[src/rtl/opf_pkg.sv]
// Shared pairing-state encoding and parameter defaults for operand_pair_fifo.
package opf_pkg;

    typedef enum logic {
        WAIT_FIRST  = 1'b0,
        WAIT_SECOND = 1'b1
    } pair_state_t;

    localparam int unsigned OPF_WIDTH_DEFAULT = 16;
    localparam int unsigned OPF_DEPTH_DEFAULT = 8;

endpackage

[src/rtl/opf_pair_ram.sv]
// Pair storage for operand_pair_fifo: DEPTH x 2*WIDTH, one write port, async read.
module opf_pair_ram
    import opf_pkg::*;
#(
    parameter  int unsigned WIDTH = OPF_WIDTH_DEFAULT,
    parameter  int unsigned DEPTH = OPF_DEPTH_DEFAULT,
    localparam int unsigned AW    = $clog2(DEPTH)
) (
    input  logic               clock,
    input  logic               wr_en,
    input  logic [AW-1:0]      wr_addr,
    input  logic [2*WIDTH-1:0] wr_data,
    input  logic [AW-1:0]      rd_addr,
    output logic [2*WIDTH-1:0] rd_data
);

    logic [2*WIDTH-1:0] mem [DEPTH];

    always_ff @(posedge clock) begin
        if (wr_en) begin
            mem[wr_addr] <= wr_data;
        end
    end

    assign rd_data = mem[rd_addr];

endmodule

[src/rtl/operand_pair_fifo.sv]
// Pairs a serial operand stream into {first, second} entries held in a FWFT FIFO.
// Optional macro OPF_COUNT_EN adds the Count output.
module operand_pair_fifo
    import opf_pkg::*;
#(
    parameter  int unsigned WIDTH = OPF_WIDTH_DEFAULT,
    parameter  int unsigned DEPTH = OPF_DEPTH_DEFAULT,
    localparam int unsigned AW    = $clog2(DEPTH),
    localparam int unsigned CW    = $clog2(DEPTH + 1)
) (
    input  logic             Clock,
    input  logic             Reset,
    input  logic [WIDTH-1:0] In_Num,
    input  logic             In_Valid,
    output logic             In_Ready,
    input  logic [WIDTH-1:0] Target_In,
    input  logic             Target_Load,
    output logic [WIDTH-1:0] First_Num,
    output logic [WIDTH-1:0] Second_Num,
    output logic [WIDTH-1:0] Target_Num,
    output logic             Out_Valid,
`ifdef OPF_COUNT_EN
    output logic [CW-1:0]    Count,
`endif
    input  logic             Out_Ready
);

    pair_state_t        state;
    logic [WIDTH-1:0]   hold;
    logic [AW-1:0]      wr_ptr;
    logic [AW-1:0]      rd_ptr;
    logic [AW-1:0]      wr_next;
    logic [AW-1:0]      rd_next;
    logic [CW-1:0]      count;
    logic [CW-1:0]      count_next;
    logic [2*WIDTH-1:0] head;
    logic [2*WIDTH-1:0] head_next;
    logic [2*WIDTH-1:0] ram_rd;
    logic [2*WIDTH-1:0] pair_word;
    logic               ready_en;
    logic               accept;
    logic               push;
    logic               pop;

    // ready_en holds In_Ready low until the first edge after Reset releases.
    assign In_Ready  = ready_en && !Target_Load && (count < CW'(DEPTH));
    assign accept    = In_Valid && In_Ready;
    assign push      = accept && (state == WAIT_SECOND);
    assign pop       = Out_Valid && Out_Ready && !Target_Load;
    assign pair_word = {hold, In_Num};

    assign Out_Valid  = (count != '0);
    assign First_Num  = head[2*WIDTH-1:WIDTH];
    assign Second_Num = head[WIDTH-1:0];

`ifdef OPF_COUNT_EN
    assign Count = count;
`endif

    always_comb begin
        rd_next    = rd_ptr;
        wr_next    = wr_ptr;
        count_next = count;
        if (pop) begin
            rd_next = rd_ptr + 1'b1;
        end
        if (push) begin
            wr_next = wr_ptr + 1'b1;
        end
        if (push && !pop) begin
            count_next = count + 1'b1;
        end else if (pop && !push) begin
            count_next = count - 1'b1;
        end
    end

    opf_pair_ram #(
        .WIDTH (WIDTH),
        .DEPTH (DEPTH)
    ) u_ram (
        .clock   (Clock),
        .wr_en   (push),
        .wr_addr (wr_ptr),
        .wr_data (pair_word),
        .rd_addr (rd_next),
        .rd_data (ram_rd)
    );

    // The head register is preloaded with the entry that will be at the head after
    // this edge; when that entry is the one being written now, take it from the input.
    assign head_next = (push && (rd_next == wr_ptr)) ? pair_word : ram_rd;

    always_ff @(posedge Clock or posedge Reset) begin
        if (Reset) begin
            state      <= WAIT_FIRST;
            hold       <= '0;
            wr_ptr     <= '0;
            rd_ptr     <= '0;
            count      <= '0;
            head       <= '0;
            Target_Num <= '0;
            ready_en   <= 1'b0;
        end else begin
            ready_en <= 1'b1;
            if (Target_Load) begin
                Target_Num <= Target_In;
                state      <= WAIT_FIRST;
                hold       <= '0;
                wr_ptr     <= '0;
                rd_ptr     <= '0;
                count      <= '0;
            end else begin
                if (accept) begin
                    case (state)
                        WAIT_FIRST: begin
                            hold  <= In_Num;
                            state <= WAIT_SECOND;
                        end
                        WAIT_SECOND: begin
                            state <= WAIT_FIRST;
                        end
                        default: begin
                            state <= WAIT_FIRST;
                        end
                    endcase
                end
                wr_ptr <= wr_next;
                rd_ptr <= rd_next;
                count  <= count_next;
                if (count_next != '0) begin
                    head <= head_next;
                end
            end
        end
    end

endmodule

[config.mk]
export PLATFORM = sky130hd
export DESIGN_NAME = operand_pair_fifo
export DESIGN_NICKNAME = d
export VERILOG_FILES = /design/src/rtl/opf_pkg.sv /design/src/rtl/opf_pair_ram.sv /design/src/rtl/operand_pair_fifo.sv
export SDC_FILE = /design/constraint.sdc
export NUM_CORES = 1
export LEC_CHECK = 0
export CAP_MARGIN = 40
export CORE_UTILIZATION = 40
export CTS_CLUSTER_DIAMETER = 60
export DETAILED_ROUTE_END_ITERATION = 10
export PLACE_DENSITY = 0.68
export SYNTH_ARGS = -nofsm -noshare
export SYNTH_HDL_FRONTEND = slang
export SYNTH_SLANG_ARGS = --single-unit
[constraint.sdc]
create_clock -name Clock -period 5.85 [get_ports Clock]
set_input_delay 1.17 -clock Clock [delete_from_list [all_inputs] [get_ports Clock]]
set_output_delay 1.17 -clock Clock [all_outputs]
set_load 0.1 [all_outputs]
==> results of run 1 <==
-- worst max-delay path, cell delays in order, from the launching register on --
cell             delay [ns]
dfrtp_1                0.41
inv_1                  0.12
ha_1                   0.21
nor3b_1                0.70
inv_2                  0.28
clkdlybuf4s50_1        0.53
buf_8                  0.19
-- cells by family (layout without fill, tap and decap cells) --
| family | count (synthesis) | after routing | synth area share (%) |
|---|---|---|---|
| AO/OA/AOI/OAI | 263 | 263 | 12.8 |
| XOR/XNOR | 6 | 6 | 0.481 |
| adder cells (fa/ha/maj) | 4 | 4 | 0.363 |
| buffers and inverters | 173 | 343 | 5.26 |
| flip-flops | 332 | 332 | 69.6 |
| multiplexers | 117 | 117 | 8.68 |
| other | 1 | 1 | 0.0272 |
| AND/OR/NAND/NOR | 76 | 76 | 2.86 |
-- worst paths after layout --
check / startpoint / to / cells past startpoint
worst max-delay path: count[1] / Out_Valid / 6
worst min-delay path: Target_Num[9] / Target_Num[9] / 1
worst max register to register: count[1] / head[0] / 11
worst min register to register: Target_Num[9] / Target_Num[9] / 1
max in group asynchronous: Reset / hold[11] / 3
min in group asynchronous: Reset / head[8] / 2
-- cell usage after synthesis (2+ instances only) --
cell | number | area, um2
and2_1 | 2 | 12.5
a21oi_1 | 101 | 505
buf_12 | 3 | 60.1
edfxtp_1 | 256 | 7690
mux2_2 | 16 | 180
clkbuf_1 | 53 | 199
nor3b_1 | 2 | 15.0
dfrtp_1 | 76 | 1900
xnor2_1 | 3 | 26.3
a31oi_1 | 35 | 219
ha_1 | 4 | 50.1
o31ai_1 | 17 | 128
o32ai_1 | 2 | 17.5
nor4_1 | 2 | 12.5
nand4_1 | 4 | 25.0
a211o_1 | 3 | 26.3
xor2_1 | 2 | 17.5
nand3_1 | 4 | 20.0
nand2_1 | 31 | 116
o21ai_0 | 2 | 10.0
a22oi_1 | 32 | 240
a211oi_1 | 2 | 15.0
nand2b_1 | 4 | 25.0
inv_1 | 104 | 390
buf_6 | 2 | 22.5
nor2_1 | 10 | 37.5
buf_1 | 3 | 11.3
buf_2 | 6 | 30.0
nor3_1 | 7 | 35.0
mux2i_1 | 100 | 1000
or3b_1 | 2 | 17.5
a2111oi_0 | 64 | 561
-- power by group through the flow --
stage | Sequential [mW] | Combinational, mW | Clock [mW]
2_1_floorplan | 3.78 | 1.21 | 0
3_3_place_gp | 2.94 | 2.61 | 0
3_5_place_dp | 2.93 | 3.13 | 0
4_1_cts | 2.89 | 3.14 | 2.27
5_1_grt | 2.90 | 3.26 | 2.36
6_report | 2.88 | 3.12 | 2.23
-- routing by layer --
metal	wire (um)	track usage [%]
met5	0	0
met4	890	6.47
met3	2630	3.80
met2	16400	32.1
met1	14100	25.3
-- registers in the layout, summed over array words and instances, names as in the netlist --
register and flops:
state 1, wr_ptr 3, count 4, hold 16, head 32, rd_ptr 3, Target_Num 16, u_ram.mem 256
ready_en 1
-- cell type report --
type                    count  area (um2)
well taps                 448         561
repair buffers            173        1970
fillers                  2757       16400
flip-flops and latches    332        9590
multi-input cells         467        3610
clock inverters            14         180
clock buffers              50         983
inverters                 106         404
==> impl_metrics.py, run 1 <==
metrics = {
    "status": {
        "status": "finished clean",
    },
    "floorplan": {
        "num_io_pins": 87,
        "die_w_um": 188,
        "die_h_um": 188,
        "initial_utilization_pct": 40.9,
        "die_area_um2": 35200,
        "core_area_um2": 33700,
        "placementRows": 67,
    },
    "routing": {
        "drt_first_iter_violations": 793,
        "ant_nets": 0,
        "viasPerCell": 5.59,
        "totalWireLength_mm": 34.1,
        "vias": 8886,
        "wl_per_cell_um": 21.4,
        "post-route-drc-count": 0,
        "dr.pass1.iters": 7,
    },
    "clock_network": {
        "cts_sinks": 332,
        "clk_pin_slew_ns": 0.06,
        "post-cts-setup-buffers": 0,
        "insertion_delay_ns": 0.52,
        "post_cts_resize_count": 0,
        "numCtsBuffers": 35,
        "ctsLongestPathBuffers": 3,
        "cts_hold_buf": 0,
        "cts.htree.levels": 2,
        "cts_root_buf": "clkbuf_16",
        "cts_tree": "built",
    },
    "sta": {
        "max_slew.worst_pin.slew_ns": 0.965,
        "finalCritPeriodShare_pct": 70.4,
        "slew_headroom_pct": 35.4,
        "fin_tns_setup_ns": 0,
        "finalWorstSetupSlack_ns": 1.73,
        "fin_skew_ns": 0.0193,
        "setup_viol": 0,
        "fmax_mhz": 243,
        "finalMaxSlewViolations": 0,
        "rsz0062_at_grt": "false",
        "hold_ws_ns": 0.502,
        "finalCriticalPeriod_ns": 4.12,
        "finalHoldViolCount": 0,
    },
    "synth": {
        "ys_seq_elements": 332,
        "seq_area_frac_synth_pct": 69.6,
        "synth_edf_count": 256,
        "ys.flop_type": "edfxtp_1",
        "syn-num-nets": 1013,
        "ys_warn_count": 0,
        "async_reset_ff_share_pct": 22.9,
        "netlist_instances": 972,
        "avgSynthCellArea_um2": 14.2,
        "ys_types": 50,
        "synth_area_um2": 13800,
    },
    "grt": {
        "antenna_found_initial": 0,
        "grt_pass1_vias": 8952,
        "grt_max_degree": 41,
        "track_usage_pct": 19.3,
        "grt_pass1_wl_mm": 52.3,
        "overflow": 0,
    },
    "pwr": {
        "pwr-share-seq_pct": 35.0,
        "p_sw_share_pct": 36.0,
        "combPwrFrac_pct": 37.9,
        "max-vdd-ir-drop_mv": 0.340,
        "power_density_nw_per_um2": 476,
        "p_leak_nw": 6.39,
        "p_switching_mw": 2.96,
        "p_int_mw": 5.27,
        "pwr-share-clk_pct": 27.1,
        "total_power_mw": 8.24,
    },
    "cells_and_area": {
        "final_util_pct": 51.3,
        "final_common_cell": "edfxtp_1",
        "instances_no_fill": 1590,
        "area_growth_pct": 25.5,
        "drive_gt1_share_pct": 15.6,
        "most-common-layout-cells": "edfxtp_1, inv_1, a21oi_1",
        "post-route-cell-area_um2": 17300,
        "n_antenna_cell": 0,
        "nets": 1156,
    },
    "worst_setup_path": {
        "worstSetupEndpointType": "primary output",
        "cp.required_ns": 4.68,
        "ff2ff_setup_slack_ns": 1.78,
        "crit_arrival_ns": 2.95,
        "crit_fanout": 13,
        "cp-start-kind": "flip-flop",
        "critical_path_class": "reg -> out",
    },
    "placement": {
        "pre_cts_slack_ns": 1.43,
        "place_area_um2": 16100,
        "placed_cells": 1526,
        "place_congestion": 0.807,
        "io_buffers": 86,
        "dpl.hpwl_mm": 20.6,
    },
    "flow_run": {
        "drv_cap": 0,
    },
    "worst_hold_path": {
        "hold_class": "reg -> reg",
    },
}
(Power assumes the default switching activity.)
==> run 2, diff against run 1 <==
==> constraint.sdc (replaced) <==
create_clock -name Clock -period 4.2 [get_ports Clock]
set_input_delay 0.84 -clock Clock [delete_from_list [all_inputs] [get_ports Clock]]
set_output_delay 0.84 -clock Clock [all_outputs]
set_load 0.1 [all_outputs]
==> run 2 against run 1 <==
  * Wire length shrank 0.23%
  * Flip-flop and latch count stayed put
  * Combinational power rose by 40%
  * Worst hold slack better by 0.0018 ns
  * Count of clock-buffer cells in the layout shrank 3
  * Cell area decreased by 0.12%
  * Utilization down 0.063 points
  * Clock power is 34% higher
  * Via count is 0.64% lower
  * Die area did not move
  * Register-to-register slack lost 0.81 ns
  * Sequential share of layout area grew 0.068 points
==> impl_metrics.py, run 2 (synthesis results as in run 1) <==
metrics = {
    "status": {
        "status": "finished clean",
    },
    "grt": {
        "overflow": 0,
        "grt_max_degree": 43,
        "track_usage_pct": 19.4,
        "grt_pass1_wl_mm": 52.6,
        "antenna_found_initial": 0,
        "grt_pass1_vias": 8919,
    },
    "routing": {
        "vias": 8829,
        "post-route-drc-count": 0,
        "dr.pass1.iters": 5,
        "viasPerCell": 5.57,
        "wl_per_cell_um": 21.5,
        "totalWireLength_mm": 34.0,
        "ant_nets": 0,
        "drt_first_iter_violations": 733,
    },
    "floorplan": {
        "die_w_um": 188,
        "placementRows": 67,
        "initial_utilization_pct": 40.9,
        "die_area_um2": 35200,
        "num_io_pins": 87,
        "core_area_um2": 33700,
        "die_h_um": 188,
    },
    "sta": {
        "max_slew.worst_pin.slew_ns": 0.811,
        "fmax_mhz": 307,
        "fin_tns_setup_ns": 0,
        "setup_viol": 0,
        "rsz0062_at_grt": "false",
        "finalWorstSetupSlack_ns": 0.939,
        "finalMaxSlewViolations": 0,
        "fin_skew_ns": 0.0110,
        "finalCriticalPeriod_ns": 3.26,
        "slew_headroom_pct": 45.9,
        "finalHoldViolCount": 0,
        "finalCritPeriodShare_pct": 77.6,
    },
    "pwr": {
        "max-vdd-ir-drop_mv": 0.627,
        "pwr-share-seq_pct": 35.4,
        "p_switching_mw": 4.12,
        "power_density_nw_per_um2": 659,
        "combPwrFrac_pct": 38.4,
        "p_int_mw": 7.27,
        "p_leak_nw": 6.37,
        "p_sw_share_pct": 36.2,
        "pwr-share-clk_pct": 26.2,
        "total_power_mw": 11.4,
    },
    "worst_setup_path": {
        "crit_arrival_ns": 3.61,
        "crit_path_frequent_cell": "mux2i_1",
        "cp.required_ns": 4.55,
        "worstSetupEndpointType": "flip-flop",
        "cp-start-kind": "input pin",
        "ff2ff_path_depth": 9,
        "crit_fanout": 32,
        "slowest_stage": "or4_4",
        "cp_slowest_stage_delay_ns": 0.86,
        "critical_path_class": "in -> reg",
        "path_cells": "clkdlybuf4s50_1 > nand2b_1 > nor2_1 > a31oi_1 > mux2i_1 > or4_4 > mux2i_1",
    },
    "cells_and_area": {
        "post-route-cell-area_um2": 17300,
        "final_util_pct": 51.3,
        "area_growth_pct": 25.3,
        "nFillCells": 2774,
        "reg.largest.list": "u_ram.mem (256), head (32)",
        "nets": 1154,
        "drive_gt1_share_pct": 15.8,
        "most-common-layout-cells": "edfxtp_1, inv_1, a21oi_1",
        "largest_register_ffs": 256,
        "largest-register": "u_ram.mem",
        "final_common_cell": "edfxtp_1",
        "n_antenna_cell": 0,
    },
    "clock_network": {
        "cts_hold_buf": 0,
        "post_cts_resize_count": 0,
        "numCtsBuffers": 35,
        "cts_root_buf": "clkbuf_16",
        "clk_pin_slew_ns": 0.06,
        "cts_sinks": 332,
        "post-cts-setup-buffers": 0,
        "insertion_delay_ns": 0.50,
        "cts.htree.levels": 2,
        "cts_tree": "built",
        "ctsLongestPathBuffers": 3,
    },
    "placement": {
        "pre_cts_slack_ns": 0.425,
        "io_buffers": 86,
        "place_congestion": 0.786,
        "place_area_um2": 16200,
        "dpl.hpwl_mm": 19.7,
    },
    "worst_hold_path": {
        "hold_depth": 1,
        "hold_class": "reg -> reg",
    },
    "flow_run": {
        "drv_cap": 0,
    },
}
## run 2: layout make-up
class,instances,area [um2],share of cell area (%)
Timing Repair Buffer,171,1980,11.5
Multi-Input combinational cell,467,3620,21.0
Sequential cell,332,9590,55.5
Inverter,106,404,2.34
Clock buffer,47,1000,5.80
Clock inverter,13,118,0.681
Tap cell,448,561,3.24
## run 2: power groups by stage
stage	sequential, mW	clock (mW)	combinational (mW)
global placement	4.09	0	3.68
floorplan	5.26	0	1.68
CTS	4.03	3.03	4.40
detailed placement	4.09	0	4.39
global route	4.06	3.17	4.58
finish	4.03	2.99	4.37
## run 2: worst max-delay path: cells and delay by family
| kind | cells | cell delay [ns] |
|---|---|---|
| buffers and inverters | 1 | 0.55 |
| and+or+nand+nor | 3 | 1.60 |
| AOI/OAI and AO/OA | 1 | 0.21 |
| muxes | 2 | 0.38 |
## run 2: worst paths after layout
check | from | endpoint | slack [ns]
worst max-delay path | Out_Ready | head[1] | 0.94
worst min-delay path | Target_Num[3] | Target_Num[3] | 0.50
worst max register to register | count[0] | head[1] | 0.97
worst min register to register | Target_Num[3] | Target_Num[3] | 0.50
max in group asynchronous | Reset | head[18] | 2.81
min in group asynchronous | Reset | head[7] | 0.64
## run 2: metal layers
| metal | wire length, um | vias up | share of wire (%) | GRT usage, % |
|---|---|---|---|---|
| met4 | 764 | 0 | 2.2 | 5.78 |
| met1 | 14000 | 4435 | 41 | 25.7 |
| met2 | 16700 | 346 | 49 | 32.7 |
| li1 | - | 3986 | - | - |
| met5 | 0 | - | 0 | 0 |
| met3 | 2550 | 62 | 7.5 | 3.54 |
## run 2: stage by stage
step | hold slack, ns | std cells
floorplan | 0.519 | 972
global placement | 0.490 | 1474
detailed placement | 0.495 | 1524
CTS | 0.508 | 1584
global route | 0.511 | 1584
finish | 0.504 | 1584
